===== src/rtl/display_pkg.sv =====
// Shared definitions for the four-digit result display: digit codes,
// display register layout, control FSM states and the seven-segment table.
package display_pkg;

    localparam int DIGITS = 4;

    typedef logic [3:0] digit_t;

    localparam digit_t BLANK = 4'hA;
    localparam digit_t MINUS = 4'hB;
    localparam digit_t DASH  = 4'hC;

    // Index 0 is the units position (A4), index DIGITS-1 the thousands (A1).
    typedef digit_t [DIGITS-1:0] disp_t;

    typedef enum logic [1:0] {
        ST_IDLE,
        ST_CONV,
        ST_SHOW
    } state_t;

    // Active-low segment pattern ordered {a,b,c,d,e,f,g}.
    function automatic logic [6:0] seg_of(input digit_t code);
        logic [6:0] seg;
        case (code)
            4'd0:    seg = 7'b000_0001;
            4'd1:    seg = 7'b100_1111;
            4'd2:    seg = 7'b001_0010;
            4'd3:    seg = 7'b000_0110;
            4'd4:    seg = 7'b100_1100;
            4'd5:    seg = 7'b010_0100;
            4'd6:    seg = 7'b010_0000;
            4'd7:    seg = 7'b000_1111;
            4'd8:    seg = 7'b000_0000;
            4'd9:    seg = 7'b000_0100;
            MINUS:   seg = 7'b111_1110;
            DASH:    seg = 7'b111_1110;
            default: seg = 7'b111_1111;
        endcase
        return seg;
    endfunction

endpackage


===== src/rtl/bin2bcd_seq.sv =====
// Sequential double-dabble converter: one input bit per cycle, MSB first,
// 16 shift cycles followed by a one-cycle done pulse with the result held.
module bin2bcd_seq (
    input  logic        clk,
    input  logic        clrn,
    input  logic        start,
    input  logic [15:0] bin,
    output logic        busy,
    output logic        done,
    output logic [19:0] bcd
);

    logic [35:0] shreg;
    logic [4:0]  step;

    function automatic logic [19:0] add3(input logic [19:0] d);
        logic [19:0] r;
        r = d;
        for (int i = 0; i < 5; i++) begin
            if (d[4*i +: 4] >= 4'd5) r[4*i +: 4] = d[4*i +: 4] + 4'd3;
        end
        return r;
    endfunction

    // NOTE: sequential state uses non-blocking assignments so every register
    // samples the pre-edge values, independent of statement order.
    always_ff @(posedge clk or negedge clrn) begin
        if (!clrn) begin
            shreg <= '0;
            step  <= '0;
            busy  <= 1'b0;
            done  <= 1'b0;
        end else if (start && !busy) begin
            shreg <= {20'd0, bin};
            step  <= '0;
            busy  <= 1'b1;
            done  <= 1'b0;
        end else if (busy) begin
            if (step == 5'd16) begin
                busy <= 1'b0;
                done <= 1'b1;
            end else begin
                shreg <= {add3(shreg[35:16]), shreg[15:0]} << 1;
                step  <= step + 5'd1;
            end
        end else begin
            done <= 1'b0;
        end
    end

    assign bcd = shreg[35:16];

endmodule


===== src/rtl/result_display.sv =====
// Captures a signed ALU result, converts it to BCD and drives a multiplexed
// four-digit seven-segment display with sign, blanking and range-error dashes.
import display_pkg::*;

module result_display #(
    parameter int unsigned SCAN_DIV = 4
) (
    input  logic        clk,
    input  logic        clrn,
    input  logic        load,
    input  logic [15:0] value,
    output logic        busy,
    output logic        done,
    output logic        a,
    output logic        b,
    output logic        c,
    output logic        d,
    output logic        e,
    output logic        f,
    output logic        g,
    output logic        dp,
    output logic        A1,
    output logic        A2,
    output logic        A3,
    output logic        A4
);

    localparam logic [15:0] SCAN_LAST = 16'(SCAN_DIV - 1);

    state_t             state, next_state;
    logic               accept, show_load;
    logic               neg;
    disp_t              disp;
    logic [15:0]        magnitude;
    logic               conv_busy, conv_done;
    logic [19:0]        conv_bcd;
    logic [15:0]        scan_cnt;
    logic [1:0]         scan_pos;
    logic [DIGITS-1:0]  anode_q;
    logic [6:0]         seg_q;

    // A ten-thousands digit, or a thousands digit under a minus sign, does not fit.
    function automatic disp_t format_result(input logic [19:0] bcd, input logic is_neg);
        disp_t r;
        int    msd;
        r = {DIGITS{BLANK}};
        if (bcd[19:16] != 4'd0 || (is_neg && bcd[15:12] != 4'd0)) begin
            r = {DIGITS{DASH}};
        end else begin
            msd = 0;
            for (int i = 1; i < DIGITS; i++) begin
                if (bcd[4*i +: 4] != 4'd0) msd = i;
            end
            for (int i = 0; i < DIGITS; i++) begin
                if (i <= msd) r[i] = bcd[4*i +: 4];
                else if (is_neg && i == msd + 1) r[i] = MINUS;
            end
        end
        return r;
    endfunction

    assign magnitude = value[15] ? (~value + 16'd1) : value;

    always_ff @(posedge clk or negedge clrn) begin
        if (!clrn) state <= ST_IDLE;
        else       state <= next_state;
    end

    // NOTE: every signal assigned in a combinational block gets a default first,
    // so no path through the case leaves it unassigned and no latch is inferred.
    always_comb begin
        next_state = state;
        case (state)
            ST_IDLE: if (load) next_state = ST_CONV;
            ST_CONV: if (conv_done && !conv_busy) next_state = ST_SHOW;
            ST_SHOW: next_state = ST_IDLE;
            default: next_state = ST_IDLE;
        endcase
    end

    always_comb begin
        busy      = (state != ST_IDLE);
        done      = (state == ST_SHOW);
        accept    = (state == ST_IDLE) && load;
        show_load = (state == ST_CONV) && conv_done && !conv_busy;
    end

    bin2bcd_seq u_bin2bcd (
        .clk   (clk),
        .clrn  (clrn),
        .start (accept),
        .bin   (magnitude),
        .busy  (conv_busy),
        .done  (conv_done),
        .bcd   (conv_bcd)
    );

    // NOTE: the display register is reset, so the panel comes up blank instead
    // of showing whatever the flops powered up with.
    always_ff @(posedge clk or negedge clrn) begin
        if (!clrn) begin
            neg  <= 1'b0;
            disp <= {DIGITS{BLANK}};
        end else begin
            if (accept)    neg  <= value[15];
            if (show_load) disp <= format_result(conv_bcd, neg);
        end
    end

    // Anodes and segments share one register stage so they can never disagree.
    always_ff @(posedge clk or negedge clrn) begin
        if (!clrn) begin
            scan_cnt <= '0;
            scan_pos <= '0;
            anode_q  <= '1;
            seg_q    <= '1;
        end else begin
            anode_q <= ~(DIGITS'(1) << scan_pos);
            seg_q   <= seg_of(disp[scan_pos]);
            if (scan_cnt == SCAN_LAST) begin
                scan_cnt <= '0;
                scan_pos <= scan_pos + 2'd1;
            end else begin
                scan_cnt <= scan_cnt + 16'd1;
            end
        end
    end

    assign {a, b, c, d, e, f, g} = seg_q;
    assign dp = 1'b1;
    assign A1 = anode_q[3];
    assign A2 = anode_q[2];
    assign A3 = anode_q[1];
    assign A4 = anode_q[0];

endmodule

===== config.mk =====
export PLATFORM = sky130hd
export DESIGN_NAME = result_display
export DESIGN_NICKNAME = d
export VERILOG_FILES = /design/src/rtl/display_pkg.sv /design/src/rtl/bin2bcd_seq.sv /design/src/rtl/result_display.sv
export SDC_FILE = /design/constraint.sdc
export NUM_CORES = 1
export LEC_CHECK = 0
export CORE_ASPECT_RATIO = 0.5
export CORE_MARGIN = 2
export CORE_UTILIZATION = 35
export DETAILED_ROUTE_END_ITERATION = 10
export PLACE_DENSITY_LB_ADDON = 0.08
export SYNTH_ARGS = -nofsm -noshare
export SYNTH_HDL_FRONTEND = slang
export SYNTH_SLANG_ARGS = --single-unit
export TNS_END_PERCENT = 30

===== constraint.sdc =====
create_clock -name clk -period 3.3 [get_ports clk]
set_input_delay 0.66 -clock clk [delete_from_list [all_inputs] [get_ports clk]]
set_output_delay 0.66 -clock clk [all_outputs]
set_load 0.02 [all_outputs]

Yosys cells after proc, flatten, opt, wreduce, memory -nomap -nowiden
Memory sizes are Yosys's and may differ from the RTL's. A register that Yosys moved wholly into a read port is not among the register bits.
Index checks and enable logic that the tools add are counted.

operators by class
  muxes and demuxes = 38
  $lt $le $gt $ge = 10
  reduce and logical (&&, ||, !) cells = 23
  add/subtract/negate cells = 10
  shifts and indexed selects = 1
  bitwise gates (word level) = 2
  eq/ne operators = 11

operators by type and width
  cell                                                   number
  two-way mux 32 bit                                     4
  two-way mux 36 bit                                     3
  equality test 3 x 32 -> 1 bit (first input constant)   2
  <= comparator 3 x 32 -> 1 bit (first input constant)   2
  two-way mux 16 bit                                     3
  two-way mux 4 bit                                      9
  adder 16 x 1 -> 16 bit (second input constant)         2
  adder 32 x 2 -> 32 bit (second input constant)         1
  equality test 2 x 32 -> 1 bit (first input constant)   1
  <= comparator 1 x 32 -> 1 bit (first input constant)   1
  <= comparator 2 x 32 -> 1 bit (first input constant)   1
  zero test 32 bit                                       1
  >= comparator 4 x 3 -> 1 bit (second input constant)   5
  adder 4 x 2 -> 4 bit (second input constant)           4
  equality test 16 x 2 -> 1 bit (second input constant)  1
  NOT 16 bit                                             1
  nonzero test 4 bit                                     4
  two-way mux 5 bit                                      3
  two-way mux 1 bit                                      11
  logical AND 1 bit                                      10
  binary-select mux 4 bit (select 2 bit)                 1
  adder 5 x 1 -> 5 bit (second input constant)           1
  equality test 5 bit (second input constant)            1
  two-way mux 2 bit                                      2
  other kinds (17)                                       21

storage, ports and cells
  bits in read-only memories = 112
  output and inout bits = 14
  register bits after elaboration = 84
  word-level logic and storage cells = 109
  memories kept = 1

memory list
  memory            depth  width  read ports  clocked after memory_dff  write ports  line               RTL
  (name not given)  16     7      1           1                         0            display_pkg.sv:25  case (code)

Depth between registers and ports, before layout
  depth in word-level cells = 12
  gate-level depth with buffers = 7
  gate-level depth less buffers = 7

Cells and area by module
From an unflattened synthesis, not the netlist that was laid out.

second synthesis, totals
  cells, all modules = 479
  area, all modules = 4958.5 µm²

by module, submodules not included
  module          area an instance (µm²)  cells an instance  seq. area each (µm²)  instances
  result_display  2577.5                  238                1224.9                1
  bin2bcd_seq     2381.0                  241                1076.0                1

Worst setup path before layout
Ideal clock, no wire load.

  kind = input-to-reg
  start = in load
  end = reg u_bin2bcd.shreg[13]
  stages = 5
  setup slack = 1388 ps
  arrival = 1792 ps
  cell sequence = or4b_1 buf_6 or3_1 o41ai_1 and3b_1

between the ends
  cells in the longest elaborated chain, start to end = 4
  elaborated cells on any way between the ends = 6

ends and longest elaborated chain
  item                                                                                   line                  RTL
  start: declaration                                                                     result_display.sv:10  input logic load,
  logical AND 1 bit *                                                                    result_display.sv:84  accept = (state == ST_IDLE) && load;
  logical AND 1 bit *                                                                    bin2bcd_seq.sv:33     end else if (start && !busy) begin
  inequality test 2 x 1 -> 1 bit (no line) / nonzero test 2 bit (equally long branches)  -
  AND reduction 2 bit (no line)                                                          -
  end signal: assignment                                                                 bin2bcd_seq.sv:34     shreg <= {20'd0, bin};
  end signal: assignment                                                                 bin2bcd_seq.sv:43     shreg <= {add3(shreg[35:16]), shreg[15:0]} << 1;
  end: declaration                                                                       bin2bcd_seq.sv:13     logic [35:0] shreg;

Every way passes the cells marked *; elsewhere a longest branch is shown, timed or not.
A chain may end at the register's enable or synchronous reset.

Worst setup path in the final report
  start = in load
  end = reg u_bin2bcd.shreg[23]

The elaborated chain is that of the path after synthesis.

==> flow_summary.toml <==
[status]
status = "completed"

[clock_tree]
cts_tree = "built"
clock_path_buffers = 2
cts_resized = 0
cts_root_buffer = "clkbuf_16"
cts_htree_levels = 3
cts.clk_slew.worst_paths_ps = 60
clock_latency_ps = 340
hold_buffers = 0
cts_buffers = 9
cts_setup_buffers = 0
cts_sinks = 91

[die]
fp.dieH_um = 86.57
io_pins = 33
initial_core_util_pct = 35.51
die_w_um = 169.1
core_region_area_um2 = 13440
rows = 30
die_area_um2 = 14640

[critical_path]
critPathLaunchType = "input pin"
cp.arrival_ps = 2490
r2r-start = "u_bin2bcd.step[0]"
setup.worst_path.start = "load"
path_max_fanout = 17
critical_path_required_ps = 3520
crit_type = "in2reg"
crit_path_end_kind = "register"

[logic_synthesis]
seq_area_frac_synth_pct = 48.22
synth-async-reset-ratio_pct = 100.0
synth_nets = 483
synth.distinct_cells = 59
synth_edf_count = 0
synth_seq_cells = 91
syn_inst = 441
synth_area_um2 = 4772
ys.warnings.count = 0
syn-mean-instance-area_um2 = 10.82
synthFlopType = "dfrtp_1"

[routing]
vias = 3302
first_pass_iters = 4
wl_per_cell_um = 14.83
drtAntennaViolNets = 0
viasPerCell = 4.995
drt_wl_total_um = 9804
drc = 0
dr.first_iter.drc_count = 161

[timing]
min_period_over_period_pct = 68.89
max_freq_mhz = 439.9
min_period_ps = 2273
rsz0062_at_grt = "no"
maxSlewHeadroom_pct = 33.85
maxSlewViolCount = 0
fin_setup_tns_ps = 0
tightest_slew_ps = 989.9
setup_viol = 0
skew_ps = 11.85
hold_violations = 0
layout_setup_ws_ps = 1027

[placed_design]
portBuffers = 31
place.gp.congestion = 0.7229
dpl_worst_slack_ps = 677.2
place_hpwl_um = 6749

[layout]
antenna_cells = 0
syn2layout_area_growth_pct = 18.14
final_nets = 522
drive_above_1_share_pct = 12.37

[pwr]
power_density_nw_per_um2 = 751.6
cellLeakagePower_nw = 2.478
ir_worst_vdd_v = 0.0002618
total_power_w = 0.004237

[grt]
grt_pass1_wl_um = 17120
grt-ovfl-total = 0
grt_usage_pct = 14.88
grt_max_degree = 52
grt_antenna_before_repair = 0
grt_pass1_vias = 3366

[min_path]
holdCritPathClass = "in2async"

[flow_run]
maxCapViolCount = 0
==> state kept, by name, summed over array words and instances, names as in the netlist <==
name and count:
u_bin2bcd.shreg 36, disp 16, scan_cnt 16, seg_q 7, u_bin2bcd.step 5, anode_q 4, scan_pos 2, state 2
neg 1, u_bin2bcd.busy 1, u_bin2bcd.done 1
==> path summary, 6_finish.rpt <==
path	to	slack [ps]	depth (start not counted)
worst max-delay path	u_bin2bcd.shreg[23]	1030	7
worst min-delay path	u_bin2bcd.shreg[14]	340	1
worst max register to register	u_bin2bcd.shreg[23]	1130	6
worst min register to register	scan_cnt[15]	470	1
max in group asynchronous	seg_q[0]	2210	2
min in group clk	scan_cnt[15]	470	1
==> cells by family (layout without fill, tap and decap cells) <==
| group | Yosys count | after routing | share of synthesized area [%] |
|---|---|---|---|
| AND/OR/NAND/NOR | 121 | 121 | 13.82 |
| flip-flops | 91 | 91 | 48.22 |
| AO/OA/AOI/OAI | 90 | 90 | 12.90 |
| buffers and inverters | 44 | 88 | 3.880 |
| XOR/XNOR | 36 | 36 | 6.607 |
| multiplexers | 35 | 35 | 8.469 |
| adder cells (fa/ha/maj) | 23 | 23 | 6.030 |
| other | 1 | 1 | 0.07858 |
==> report_power, final <==
part / internal [W] / switching [W]
logic: 0.000643 / 0.000799
registers: 0.00144 / 0.000227
clock network: 0.000704 / 0.000425
==> Yosys cell counts (all sizes together), types with 8 or more instances <==
cell type / number / area [µm²]
a21oi: 16 / 80.08
buf: 9 / 53.80
dfrtp: 72 / 1802
dfstp: 19 / 499.2
ha: 23 / 287.8
inv: 31 / 116.4
mux2i: 28 / 280.3
nand2: 26 / 97.59
nand2b: 10 / 62.56
nand3: 13 / 65.06
nor2: 27 / 101.4
o21ai: 23 / 115.1
o31ai: 8 / 60.06
xnor2: 22 / 192.7
xor2: 14 / 122.6
==> metal layers <==
layer  routed length [µm]  GRT usage, %
met5                    0             0
met2                 4282         23.82
met4                   95         3.497
met1                 5090         20.30
met3                  335         4.064
==> worst max-delay path: stages <==
cell             delay [ps]
clkdlybuf4s50_1         510
nor4b_1                 240
buf_4                   180
a21oi_1                  50
inv_1                   460
o31ai_1                 160
a32o_1                  240
==> per-stage QoR <==
step | cells | util [%] | cell area, µm² | hold WS [ps]
6_report | 661 | 41.96 | 5638 | 339.6
3_3_place_gp | 645 | 39.51 | 5309 | 460.8
4_1_cts | 661 | 41.96 | 5638 | 364.7
3_5_place_dp | 645 | 39.51 | 5309 | 467.1
5_1_grt | 661 | 41.96 | 5638 | 392.5
2_1_floorplan | 441 | - | 4772 | 364.4
==> layout make-up <==
type                       instances  area [µm²]
multi-input combinational        306        2288
tap                              176       220.2
fill                            1353        7800
clock inverter                     4       72.57
clock buffer                      12       256.5
sequential                        91        2301
timing repair buffer              41       382.9
inverter                          31       116.4
==> layout by cell type, fill, tap and decap left out, drive strengths merged, types with 3 or more instances in the layout <==
cell type	n
nor3b	4
nand2b	10
o21ai	23
clkdlybuf4s50	30
o22ai	6
mux4	4
nor4	5
nor2b	4
a31oi	4
o22a	7
clkbuf	12
ha	23
a21oi	16
nand2	26
buf	11
nor3	6
nand4	5
mux2	3
a22o	3
a32o	5
nor2	27
o31ai	8
nand3	13
or2	3
o41ai	3
xnor2	22
xor2	14
o32ai	3
inv	31
mux2i	28
dfrtp	72
dfstp	19
Note: power is estimated with default switching activity, not from simulation.
